File: src/rtl/uart_pkg.sv
// Shared widths, divisor type and divisor helper for the
// fractional UART baud generator.
package uart_pkg;

  localparam int DEF_INT_W  = 16;
  localparam int DEF_FRAC_W = 4;
  localparam int DEF_DIV_W  = DEF_INT_W + DEF_FRAC_W;
  localparam int DEF_OSR    = 16;

  typedef logic [DEF_DIV_W-1:0] div_t;

  // Rounded fixed-point divisor: clk * 2^F / (baud * osr)
  function automatic div_t baud_div(
    input longint unsigned clock_rate,
    input longint unsigned baud,
    input longint unsigned osr,
    input int unsigned     frac_w
  );
    longint unsigned den;
    longint unsigned q;
    den = baud * osr;
    q   = ((clock_rate << frac_w) + den / 2) / den;
    return div_t'(q);
  endfunction

endpackage

File: src/rtl/uart_baud_gen_frac_if.sv
// Control/status bundle between the baud generator and
// the UART RX/TX engines.
interface uart_baud_gen_frac_if
  import uart_pkg::*;
#(
  parameter int DIV_W = DEF_DIV_W,
  parameter int OSR   = DEF_OSR
);
  localparam int P = $clog2(OSR);

  logic             en;
  logic [DIV_W-1:0] div_in;
  logic             div_wr;
  logic             rx_resync;
  logic [DIV_W-1:0] div_cur;
  logic             div_pending;
  logic             div_err;
  logic             rx_tick;
  logic [P-1:0]     rx_phase;
  logic             rx_sample;
  logic             tx_tick;

  modport master (
    output en, div_in, div_wr, rx_resync,
    input  div_cur, div_pending, div_err,
    input  rx_tick, rx_phase, rx_sample, tx_tick
  );

  modport slave (
    input  en, div_in, div_wr, rx_resync,
    output div_cur, div_pending, div_err,
    output rx_tick, rx_phase, rx_sample, tx_tick
  );

endinterface

File: src/rtl/uart_frac_accum.sv
// Fractional-N phase accumulator: adds 2^F per enabled
// cycle and fires whenever the sum reaches the divisor.
module uart_frac_accum #(
  parameter int DIV_W  = 20,
  parameter int FRAC_W = 4
) (
  input  logic             clk,
  input  logic             rst_n,
  input  logic             en_i,
  input  logic [DIV_W-1:0] div_i,
  output logic             fire_o,
  output logic             tick_o
);

  localparam logic [DIV_W:0] STEP =
    {{DIV_W{1'b0}}, 1'b1} << FRAC_W;

  logic [DIV_W-1:0] acc_q, acc_d;
  logic [DIV_W:0]   sum;
  logic             tick_d;

  always_comb begin
    sum    = {1'b0, acc_q} + STEP;
    acc_d  = acc_q;
    tick_d = 1'b0;
    if (en_i) begin
      if (sum >= {1'b0, div_i}) begin
        acc_d  = DIV_W'(sum - {1'b0, div_i});
        tick_d = 1'b1;
      end else begin
        acc_d  = sum[DIV_W-1:0];
      end
    end
  end

  always_ff @(posedge clk or negedge rst_n) begin
    if (!rst_n) begin
      acc_q  <= '0;
      tick_o <= 1'b0;
    end else begin
      acc_q  <= acc_d;
      tick_o <= tick_d;
    end
  end

  assign fire_o = tick_d;

endmodule

File: src/rtl/uart_baud_gen_frac.sv
// Fractional UART baud generator: RX oversample tick,
// mid-bit sample strobe, TX bit tick, deferred divisor.
module uart_baud_gen_frac
  import uart_pkg::*;
#(
  parameter int DIV_INT_W  = DEF_INT_W,
  parameter int DIV_FRAC_W = DEF_FRAC_W,
  parameter int OSR        = DEF_OSR,
  parameter int RESET_DIV  =
    int'(baud_div(42_000_000, 115_200, 16, 4))
) (
  input logic                 clk,
  input logic                 rst_n,
  uart_baud_gen_frac_if.slave bus
);

  localparam int W = DIV_INT_W + DIV_FRAC_W;
  localparam int P = $clog2(OSR);

  localparam logic [P-1:0] PH_LAST = P'(OSR - 1);
  localparam logic [P-1:0] PH_MID  = P'(OSR / 2 - 1);
  localparam logic [W-1:0] DIV_MIN = W'(1) << DIV_FRAC_W;
  localparam logic [W-1:0] DIV_RST = W'(RESET_DIV);

  logic         fire;
  logic         rx_tick_q;
  logic         wr_ok, tx_wrap, apply;

  logic [W-1:0] div_cur_q, div_cur_d;
  logic [W-1:0] div_next_q, div_next_d;
  logic         pend_q, pend_d;
  logic         err_q, err_d;
  logic [P-1:0] tx_ph_q, tx_ph_d;
  logic [P-1:0] rx_ph_q, rx_ph_d;
  logic         rx_smp_q, rx_smp_d;
  logic         tx_tick_q, tx_tick_d;

  uart_frac_accum #(
    .DIV_W  (W),
    .FRAC_W (DIV_FRAC_W)
  ) u_accum (
    .clk    (clk),
    .rst_n  (rst_n),
    .en_i   (bus.en),
    .div_i  (div_cur_q),
    .fire_o (fire),
    .tick_o (rx_tick_q)
  );

  always_comb begin
    wr_ok   = bus.div_wr && (bus.div_in >= DIV_MIN);
    tx_wrap = fire && (tx_ph_q == PH_LAST);
    // Divisor swaps only on a bit boundary, or at once when idle
    apply   = pend_q && (tx_wrap || !bus.en);

    div_cur_d  = apply ? div_next_q : div_cur_q;
    div_next_d = wr_ok ? bus.div_in : div_next_q;
    pend_d     = wr_ok || (pend_q && !apply);
    err_d      = bus.div_wr && !wr_ok;

    tx_ph_d = tx_ph_q;
    if (fire)
      tx_ph_d = tx_wrap ? '0 : tx_ph_q + P'(1);

    rx_ph_d = rx_ph_q;
    if (bus.rx_resync)
      rx_ph_d = '0;
    else if (fire)
      rx_ph_d = (rx_ph_q == PH_LAST) ? '0 : rx_ph_q + P'(1);

    rx_smp_d  = fire && !bus.rx_resync && (rx_ph_q == PH_MID);
    tx_tick_d = tx_wrap;
  end

  always_ff @(posedge clk or negedge rst_n) begin
    if (!rst_n) begin
      div_cur_q  <= DIV_RST;
      div_next_q <= '0;
      pend_q     <= 1'b0;
      err_q      <= 1'b0;
      tx_ph_q    <= '0;
      rx_ph_q    <= '0;
      rx_smp_q   <= 1'b0;
      tx_tick_q  <= 1'b0;
    end else begin
      div_cur_q  <= div_cur_d;
      div_next_q <= div_next_d;
      pend_q     <= pend_d;
      err_q      <= err_d;
      tx_ph_q    <= tx_ph_d;
      rx_ph_q    <= rx_ph_d;
      rx_smp_q   <= rx_smp_d;
      tx_tick_q  <= tx_tick_d;
    end
  end

  assign bus.div_cur     = div_cur_q;
  assign bus.div_pending = pend_q;
  assign bus.div_err     = err_q;
  assign bus.rx_tick     = rx_tick_q;
  assign bus.rx_phase    = rx_ph_q;
  assign bus.rx_sample   = rx_smp_q;
  assign bus.tx_tick     = tx_tick_q;

endmodule

File: src/flat_wrapper.sv
// flat-port wrapper written by rule: the top's interface ports become plain ports
module uart_baud_gen_frac_flat import uart_pkg::*;
#(
  parameter int DIV_INT_W  = DEF_INT_W,
  parameter int DIV_FRAC_W = DEF_FRAC_W,
  parameter int OSR        = DEF_OSR,
  parameter int RESET_DIV  =
    int'(baud_div(42_000_000, 115_200, 16, 4))
)
  (clk, rst_n, bus_en, bus_div_in, bus_div_wr, bus_rx_resync, bus_div_cur, bus_div_pending, bus_div_err, bus_rx_tick, bus_rx_phase, bus_rx_sample, bus_tx_tick);
  uart_baud_gen_frac_if #(.OSR(OSR)) bus_i ();
  input logic clk;
  input logic rst_n;
  input wire logic [$bits(bus_i.en)-1:0] bus_en;
  input wire logic [$bits(bus_i.div_in)-1:0] bus_div_in;
  input wire logic [$bits(bus_i.div_wr)-1:0] bus_div_wr;
  input wire logic [$bits(bus_i.rx_resync)-1:0] bus_rx_resync;
  output wire logic [$bits(bus_i.div_cur)-1:0] bus_div_cur;
  output wire logic [$bits(bus_i.div_pending)-1:0] bus_div_pending;
  output wire logic [$bits(bus_i.div_err)-1:0] bus_div_err;
  output wire logic [$bits(bus_i.rx_tick)-1:0] bus_rx_tick;
  output wire logic [$bits(bus_i.rx_phase)-1:0] bus_rx_phase;
  output wire logic [$bits(bus_i.rx_sample)-1:0] bus_rx_sample;
  output wire logic [$bits(bus_i.tx_tick)-1:0] bus_tx_tick;
  assign bus_i.en = bus_en;
  assign bus_i.div_in = bus_div_in;
  assign bus_i.div_wr = bus_div_wr;
  assign bus_i.rx_resync = bus_rx_resync;
  assign bus_div_cur = bus_i.div_cur;
  assign bus_div_pending = bus_i.div_pending;
  assign bus_div_err = bus_i.div_err;
  assign bus_rx_tick = bus_i.rx_tick;
  assign bus_rx_phase = bus_i.rx_phase;
  assign bus_rx_sample = bus_i.rx_sample;
  assign bus_tx_tick = bus_i.tx_tick;
  uart_baud_gen_frac #(.DIV_INT_W(DIV_INT_W), .DIV_FRAC_W(DIV_FRAC_W), .OSR(OSR), .RESET_DIV(RESET_DIV)) u_core (.clk(clk), .rst_n(rst_n), .bus(bus_i));
endmodule
File: config.mk
export PLATFORM = sky130hd
export DESIGN_NAME = uart_baud_gen_frac_flat
export DESIGN_NICKNAME = d
export VERILOG_FILES = /design/src/rtl/uart_pkg.sv /design/src/rtl/uart_baud_gen_frac_if.sv /design/src/rtl/uart_frac_accum.sv /design/src/rtl/uart_baud_gen_frac.sv /design/src/flat_wrapper.sv
export SDC_FILE = /design/constraint.sdc
export NUM_CORES = 1
export LEC_CHECK = 0
export CORE_MARGIN = 4
export CORE_UTILIZATION = 50
export CTS_CLUSTER_SIZE = 14
export DETAILED_ROUTE_END_ITERATION = 10
export PLACE_DENSITY_LB_ADDON = 0.25
export SYNTH_ARGS = -nofsm -noshare
export SYNTH_HDL_FRONTEND = slang
export SYNTH_SLANG_ARGS = --single-unit
File: constraint.sdc
create_clock -name clk -period 6.05 [get_ports clk]
set_input_delay 1.21 -clock clk [delete_from_list [all_inputs] [get_ports clk]]
set_output_delay 1.21 -clock clk [all_outputs]
set_load 0.02 [all_outputs]
==> PnR_summary.wiki, run 1 <==
{| class="wikitable"
! Metric !! Value
|-
| Initial antenna violation count || 0
|-
| Share of power burned in registers || 27.0%
|-
| Effective utilization at floorplan || 51.9%
|-
| Number of nets in the synthesized netlist || 491
|-
| Cells on Worst Hold Path || 1
|-
| Predominant post-synthesis flop cell || sky130_fd_sc_hd__dfrtp_1
|-
| Crit-path max FO || 20
|-
| Post-layout minimum cycle time || ~4400 ps
|-
| Worst Reg-to-Reg Cells || 14
|-
| Total CTS buffers || 9
|-
| Crit Path Category || flop to flop
|-
| Mapped Area || around 4500 um2
|-
| Vias/cell || around 5.8
|-
| Routed length per placed instance || roughly 17 um
|-
| Floorplan row count || 34
|-
| FF/Latch Area || 1830 um2
|-
| Buffers inserted by post-CTS timing repair || 0
|-
| Number of max-slew violations in the final report || 0
|-
| Internal power || approximately 1500 uW
|-
| Startpoint Class || flop
|-
| Switching part of the total || 45.5%
|-
| Final Util || between 60% and 70%
|-
| Flop2flop setup slack || between 1500 and 2000 ps
|-
| Portion of the post-synthesis area used by sequential elements || 40.4%
|-
| Die X-Extent || approximately 100 um
|-
| Unrepaired setup endpoints after global routing || no
|-
| Overall power || roughly 2800 uW
|-
| Setup Skew || around 8 ps
|-
| First-pass detailed-route iteration total || 5
|-
| Final ANT Viol Nets || 0
|-
| Start point of the worst hold path || u_core.div_next_q[15]
|-
| Power density over the cells || ~530 nW/um2
|-
| GPL Wtd Cong || 0.932
|-
| # H-tree levels || 3
|-
| Data required time of the worst path || approximately 6300 ps
|-
| Endpoint arrival time on the critical path || ~4600 ps
|-
| Final TNS setup || 0 ps
|-
| Die Outline Area || roughly 11000 um2
|-
| Ys async rst share || 100%
|-
| Clock transition time at the flip-flop clock pins of the worst setup and hold paths || about 80 ps
|-
| Top-Level Pins || 54
|-
| Share of the clock period used by the worst path after layout || slightly above 70%
|-
| Relative area change from synthesis to final layout || 17.4%
|-
| Area used by multi-input combinational logic || 2500 um2
|-
| Worst-Margin Slew || between 900 and 1000 ps
|-
| Via count of the first global-routing pass || roughly 3.5k
|-
| Overall die height || 103 um
|-
| Total Wirelength || 10200 um
|-
| Total setup violations reported at the end of the flow || 0
|-
| Mapped Cells || roughly 440
|-
| Number of violations of the max-capacitance limit || 0
|-
| Later-pin clock latency in the skew report || between 300 and 400 ps
|-
| R2R Path Start || u_core.u_accum.acc_q[6]
|-
| Type of destination of the critical path || flop
|-
| Core Footprint || 8760 um2
|-
| Buffer type at the clock tree root || sky130_fd_sc_hd__clkbuf_8
|-
| Result of the run || finished, final reports clean
|-
| Min-Delay Path Class || flop to flop
|-
| Flop and latch count out of synthesis || between 70 and 80
|-
| Sink of the worst hold path || u_core.bus.div_cur[15]
|-
| Worst voltage drop across the vdd grid || between 200 and 250 uV
|-
| Wire length of the first global-routing pass || 17000 um
|-
| Cell area after placement || a little over 5000 um2
|-
| Dpl cells || approximately 600
|-
| Total count of hold-check failures in the final report || 0
|-
| Final standard cell area without fillers || roughly 5300 um2
|-
| CTS Sinks || 73
|-
| Yosys Warn Count || 0
|-
| Count of instances resized after the clock tree is built || 0
|-
| Number of port buffers || 53
|-
| Vias || between 3k and 4k
|-
| Fraction of power consumed by the clock network || approximately 14%
|-
| Final std cells w/o fill || 607
|-
| Tightest slew margin relative to the limit || around two fifths
|-
| Combinational Power Share || slightly below 60%
|-
| Number of buffers between clock root and the deepest sink || 2
|-
| Most common library cell in the layout ignoring fill and taps || sky130_fd_sc_hd__dfrtp_1
|-
| FILL cells || between 700 and 800
|-
| TritonCTS clock tree || built
|-
| Number of hold buffers added after CTS || 0
|-
| Net Sw Power || around 1300 uW
|-
| Tot GR Track Use || ~20%
|-
| Fraction of layout instances using a drive strength above 1 || approximately 15%
|-
| Highest attainable clock frequency || between 200 and 250 MHz
|-
| Iteration-0 DRC Markers || around 210
|-
| Nets || 543
|-
| HPWL after detailed placement || 7510 um
|-
| DRC violations left || 0
|-
| Endpoint of the lowest-slack register-to-register path || u_core.bus.div_cur[12]
|-
| Maximum number of pins on one net before global-route repair || between 70 and 80
|-
| Number of enable-type register cells in the synthesized netlist || 0
|-
| N_diodes || 0
|-
| Overflow left after global routing || 0
|-
| Leading cell types in the layout, fill and taps excluded || sky130_fd_sc_hd__dfrtp_1 (67), sky130_fd_sc_hd__clkdlybuf4s50_1 (52), sky130_fd_sc_hd__nand2_1 (32), sky130_fd_sc_hd__inv_1 (32), sky130_fd_sc_hd__nor2_1 (26)
|-
| Reported leakage power || between 0.002 and 0.0025 uW
|-
| Synthesized area divided by synthesized cell count || 10.3 um2
|-
| Count of unique library cells instantiated by Yosys || 64
|}
logic make-up after synthesis:
family	count (synthesis)	synth area share [%]
simple gates	128	15.0
fa+ha+maj	24	6.77
mux	49	13.5
compound gates	88	13.5
xor+xnor	33	6.36
buf+inv	47	4.54
flops	73	40.4
layer usage:
layer	vias to the layer above	routed length, um	GRT usage [%]
li1	1686	-	-
met1	1677	4790	28.1
met2	117	4640	32.2
met3	19	457	3.89
met4	0	268	7.97
met5	-	0	0
area by class of cell:
cell class                 count  area share, %
clock inverter                 6           1.27
timing repair buffer          54           10.0
sequential                    73           34.4
multi-input combinational    322           46.9
inverter                      34           2.44
clock buffer                  10           2.39
tap                          108           2.53
registers in the layout, indices dropped and copies added, names as in the netlist:
register and flops:
u_core.bus.div_cur 20, u_core.div_next_q 20, u_core.u_accum.acc_q 20, u_core.bus.rx_phase 4, u_core.tx_ph_q 4, u_core.bus.div_err 1
u_core.bus.div_pending 1, u_core.bus.rx_sample 1, u_core.bus.tx_tick 1, u_core.u_accum.tick_o 1
power groups by stage:
stage / clock network (uW) / logic [uW] / registers [uW]
after floorplan: 0 / 1250 / 772
after global placement: 0 / 1610 / 761
after detailed placement: 0 / 1640 / 768
after CTS: 398 / 1660 / 761
after global routing: 417 / 1850 / 785
final: 389 / 1680 / 763
synthesized netlist by cell type (6+ instances only):
master / instances / area (um2)
sky130_fd_sc_hd__xor2_1: 10 / 87.6
sky130_fd_sc_hd__a31oi_1: 8 / 50.1
sky130_fd_sc_hd__nand4_1: 8 / 50.1
sky130_fd_sc_hd__xnor2_1: 23 / 201
sky130_fd_sc_hd__o21ai_0: 20 / 100
sky130_fd_sc_hd__a21oi_1: 22 / 110
sky130_fd_sc_hd__nand3_1: 15 / 75.1
sky130_fd_sc_hd__nand2_1: 32 / 120
sky130_fd_sc_hd__mux2i_1: 8 / 80.1
sky130_fd_sc_hd__dfstp_2: 6 / 158
sky130_fd_sc_hd__mux2_2: 19 / 214
sky130_fd_sc_hd__mux2_4: 19 / 285
sky130_fd_sc_hd__nor2_1: 26 / 97.6
sky130_fd_sc_hd__clkbuf_1: 7 / 26.3
sky130_fd_sc_hd__dfrtp_1: 67 / 1680
sky130_fd_sc_hd__ha_1: 23 / 288
sky130_fd_sc_hd__nand2b_1: 6 / 37.5
sky130_fd_sc_hd__inv_1: 32 / 120
sky130_fd_sc_hd__and3_1: 7 / 43.8
how the worst max path moves through the flow:
stage,startpoint,endpoint,depth (start not counted)
floorplan,u_core.u_accum.acc_q[6],u_core.bus.div_cur[16],15
global placement,u_core.u_accum.acc_q[6],u_core.bus.div_cur[1],14
detailed placement,u_core.u_accum.acc_q[6],u_core.bus.div_cur[19],14
CTS,u_core.u_accum.acc_q[6],u_core.bus.div_cur[12],14
global route,u_core.u_accum.acc_q[6],u_core.bus.div_cur[10],15
finish,u_core.u_accum.acc_q[6],u_core.bus.div_cur[12],14
worst max-delay path, stage by stage, from the launching register on:
cell and delay (ps):
sky130_fd_sc_hd__dfrtp_1 460, sky130_fd_sc_hd__and3_4 250, sky130_fd_sc_hd__and3_1 230, sky130_fd_sc_hd__and3_1 250, sky130_fd_sc_hd__and2_1 210, sky130_fd_sc_hd__nand2_1 90
sky130_fd_sc_hd__xnor2_1 210, sky130_fd_sc_hd__ha_1 330, sky130_fd_sc_hd__and3_1 210, sky130_fd_sc_hd__a31oi_1 290, sky130_fd_sc_hd__a31oi_4 80, sky130_fd_sc_hd__a311oi_4 600
sky130_fd_sc_hd__o31ai_4 170, sky130_fd_sc_hd__nand2_2 520, sky130_fd_sc_hd__mux2_4 350
stage by stage:
| step | hold slack (ps) | worst slack (ps) |
|---|---|---|
| floorplan | 462 | 2430 |
| global placement | 474 | 1870 |
| detailed placement | 491 | 1710 |
| CTS | 511 | 1670 |
| global route | 525 | 1430 |
| finish | 508 | 1680 |
Power figures use the tool's default switching activity.
==> run 2: changes to the inputs <==
- clock period: 6.05 -> 3.6 ns (I/O delays scaled with it)
==> PnR_summary.wiki, run 2 (synthesis results as in run 1) <==
{| class="wikitable"
! Metric !! Value
|-
| Crit-path max FO || 20 (unchanged)
|-
| Type of destination of the critical path || flop (unchanged)
|-
| Vias/cell || 5.69 (was 5.76)
|-
| Final standard cell area without fillers || 5690 um2 (was 5330 um2)
|-
| Clock transition time at the flip-flop clock pins of the worst setup and hold paths || 80 ps (about the same)
|-
| Routed length per placed instance || 17.0 um (was 16.7 um)
|-
| Via count of the first global-routing pass || 3549 (was 3516)
|-
| Vias || 3603 (was 3499)
|-
| Number of max-slew violations in the final report || 0 (unchanged)
|-
| # H-tree levels || 3 (unchanged)
|-
| GPL Wtd Cong || 0.997 (was 0.932)
|-
| N_diodes || 0 (unchanged)
|-
| Flop2flop setup slack || 140 ps (was 1680 ps)
|-
| Number of port buffers || 53 (unchanged)
|-
| Final TNS setup || 0 ps (unchanged)
|-
| Result of the run || finished, final reports clean (unchanged)
|-
| CTS Sinks || 73 (unchanged)
|-
| First-pass detailed-route iteration total || 5 (unchanged)
|-
| TritonCTS clock tree || built (unchanged)
|-
| Crit Path Category || flop to flop (unchanged)
|-
| Initial antenna violation count || 0 (unchanged)
|-
| Core Footprint || 8760 um2 (unchanged)
|-
| Endpoint arrival time on the critical path || 3690 ps (was 4600 ps)
|-
| Later-pin clock latency in the skew report || 350 ps (about the same)
|-
| Highest attainable clock frequency || 289 MHz (was 229 MHz)
|-
| Total Wirelength || 10800 um (was 10200 um)
|-
| Area used by multi-input combinational logic || 2600 um2 (was 2500 um2)
|-
| Startpoint Class || flop (unchanged)
|-
| Number of hold buffers added after CTS || 0 (unchanged)
|-
| Relative area change from synthesis to final layout || 25.1% (was 17.4%)
|-
| Endpoint of the lowest-slack register-to-register path || u_core.bus.div_cur[9] (was u_core.bus.div_cur[12])
|-
| Leading cell types in the layout, fill and taps excluded || sky130_fd_sc_hd__dfrtp_1 (66), sky130_fd_sc_hd__clkdlybuf4s50_1 (52), sky130_fd_sc_hd__inv_1 (32) (was sky130_fd_sc_hd__dfrtp_1 (67), sky130_fd_sc_hd__clkdlybuf4s50_1 (52), sky130_fd_sc_hd__nand2_1 (32), sky130_fd_sc_hd__inv_1 (32), sky130_fd_sc_hd__nor2_1 (26))
|-
| Number of violations of the max-capacitance limit || 0 (unchanged)
|-
| Reported leakage power || 0.00251 uW (was 0.00236 uW)
|-
| Crit-path slowest cell || sky130_fd_sc_hd__dfrtp_2 (was sky130_fd_sc_hd__a311oi_4)
|-
| Overall power || 5270 uW (was 2830 uW)
|-
| Number of buffers between clock root and the deepest sink || 2 (unchanged)
|-
| Total setup violations reported at the end of the flow || 0 (unchanged)
|-
| Die Outline Area || 10700 um2 (unchanged)
|-
| Overall die height || 103 um (unchanged)
|-
| Final Util || 64.9% (was 60.9%)
|-
| Top-Level Pins || 54 (unchanged)
|-
| HPWL after detailed placement || 7740 um (was 7510 um)
|-
| Worst-Margin Slew || 964 ps (was 927 ps)
|-
| Worst voltage drop across the vdd grid || 382 uV (was 227 uV)
|-
| Most common library cell in the layout ignoring fill and taps || sky130_fd_sc_hd__dfrtp_1 (unchanged)
|-
| Final ANT Viol Nets || 0 (unchanged)
|-
| Nets || 569 (was 543)
|-
| Effective utilization at floorplan || 51.9% (unchanged)
|-
| R2R Path Start || u_core.u_accum.acc_q[4] (was u_core.u_accum.acc_q[6])
|-
| Share of the clock period used by the worst path after layout || 96.2% (was 72.2%)
|-
| Overflow left after global routing || 0 (unchanged)
|-
| Kind of cell adding the most delay to the critical path || compound AO/OA/AOI/OAI gates (was simple AND/OR/NAND/NOR gates)
|-
| Worst Reg-to-Reg Cells || 15 (was 14)
|-
| FILL cells || 675 (was 731)
|-
| DRC violations left || 0 (unchanged)
|-
| Cell area after placement || 5290 um2 (was 5140 um2)
|-
| Maximum number of pins on one net before global-route repair || 74 (unchanged)
|-
| Bufs and invs on worst path || 2 (was 0)
|-
| Tightest slew margin relative to the limit || 35.8% (was 38.2%)
|-
| Fraction of layout instances using a drive strength above 1 || 23.8% (was 15.4%)
|-
| Tot GR Track Use || 21.0% (was 20.5%)
|-
| Floorplan row count || 34 (unchanged)
|-
| FF/Latch Area || 1840 um2 (was 1830 um2)
|-
| Total count of hold-check failures in the final report || 0 (unchanged)
|-
| Total CTS buffers || 9 (unchanged)
|-
| Min-Delay Path Class || input port to asynchronous set/reset pin (was flop to flop)
|-
| Final worst setup slack || 137 ps (was 1680 ps)
|-
| Post-layout minimum cycle time || 3460 ps (was 4370 ps)
|-
| List of cells traversed by the critical path || ha_2 > nand3_4 > buf_4 > nor2_1 > xor2_1 > ha_1 > o21ai_1 > nand2b_1 > a31oi_2 > a31oi_4 > a311oi_4 > o31ai_4 > nand2_2 > buf_12 > mux2_4 (was and3_4 > and3_1 > and3_1 > and2_1 > nand2_1 > xnor2_1 > ha_1 > and3_1 > a31oi_1 > a31oi_4 > a311oi_4 > o31ai_4 > nand2_2 > mux2_4)
|-
| Setup Skew || 11.6 ps (was 8.08 ps)
|-
| Wire length of the first global-routing pass || 17300 um (was 17000 um)
|-
| Buffer type at the clock tree root || sky130_fd_sc_hd__clkbuf_8 (unchanged)
|-
| Data required time of the worst path || 3830 ps (was 6280 ps)
|-
| Slowest stage delay, CP || 420 ps (was 600 ps)
|-
| Die X-Extent || 103 um (unchanged)
|-
| Iteration-0 DRC Markers || 198 (was 211)
|-
| Post-placement setup slack || -35.5 ps (was 1710 ps)
|-
| Power density over the cells || 927 nW/um2 (was 530 nW/um2)
|}
## run 2: metrics by stage
step	hold WS, ps	cells
2_1_floorplan	424	442
3_3_place_gp	474	609
3_5_place_dp	488	609
4_1_cts	506	627
5_1_grt	525	633
6_report	491	633
## run 2: cell type report
cell class | instances | share of cell area (%)
tap | 108 | 2.38
multi-input combinational | 323 | 45.8
clock inverter | 5 | 1.83
sequential | 73 | 32.3
inverter | 34 | 2.29
clock buffer | 11 | 2.49
timing repair buffer | 79 | 12.9
## run 2: per-layer routing
metal	vias to the layer above	GRT usage [%]	routed length [um]
met5	-	0	0
met4	0	9.56	342
met3	28	4.36	511
met2	120	31.4	4850
met1	1717	29.5	5040
li1	1738	-	-
## run 2: where the power goes
part           switching [uW]  total [uW]  leakage [uW]  internal, uW
Clock                     324         804      0.000124           480
Combinational            1730        3190       0.00153          1460
Sequential                222        1270      0.000861          1050
Total                    2280        5270       0.00251          2990
## run 2: worst register-to-register path, delay by kind of cell, from the launching register on
kind	cells	cell delay, ps
flops	1	420
fa+ha+maj	2	610
xor+xnor	1	330
mux	1	320
buf+inv	2	340
simple gates	4	390
compound gates	5	930
## run 2: worst max-delay path by stage
stage | start | end | slack, ps | cells after the start
after floorplan | u_core.u_accum.acc_q[6] | u_core.bus.div_cur[16] | 60 | 15
after global placement | u_core.u_accum.acc_q[8] | u_core.u_accum.acc_q[19] | 40 | 15
after detailed placement | u_core.u_accum.acc_q[8] | u_core.u_accum.acc_q[19] | -40 | 15
after CTS | u_core.u_accum.acc_q[8] | u_core.u_accum.acc_q[14] | 3 | 16
after global routing | u_core.u_accum.acc_q[7] | u_core.bus.div_cur[11] | -1 | 15
final | u_core.u_accum.acc_q[4] | u_core.bus.div_cur[9] | 140 | 15
## run 2: repair_timing
item                                    in CTS  in global routing
cloned                                       0                  1
setup buffers                                2                  5
gates resized for setup                      5                 17
pin swaps                                    4                  5
hold endpoints to repair                     0                  0
endpoints found under the setup margin      23                 48
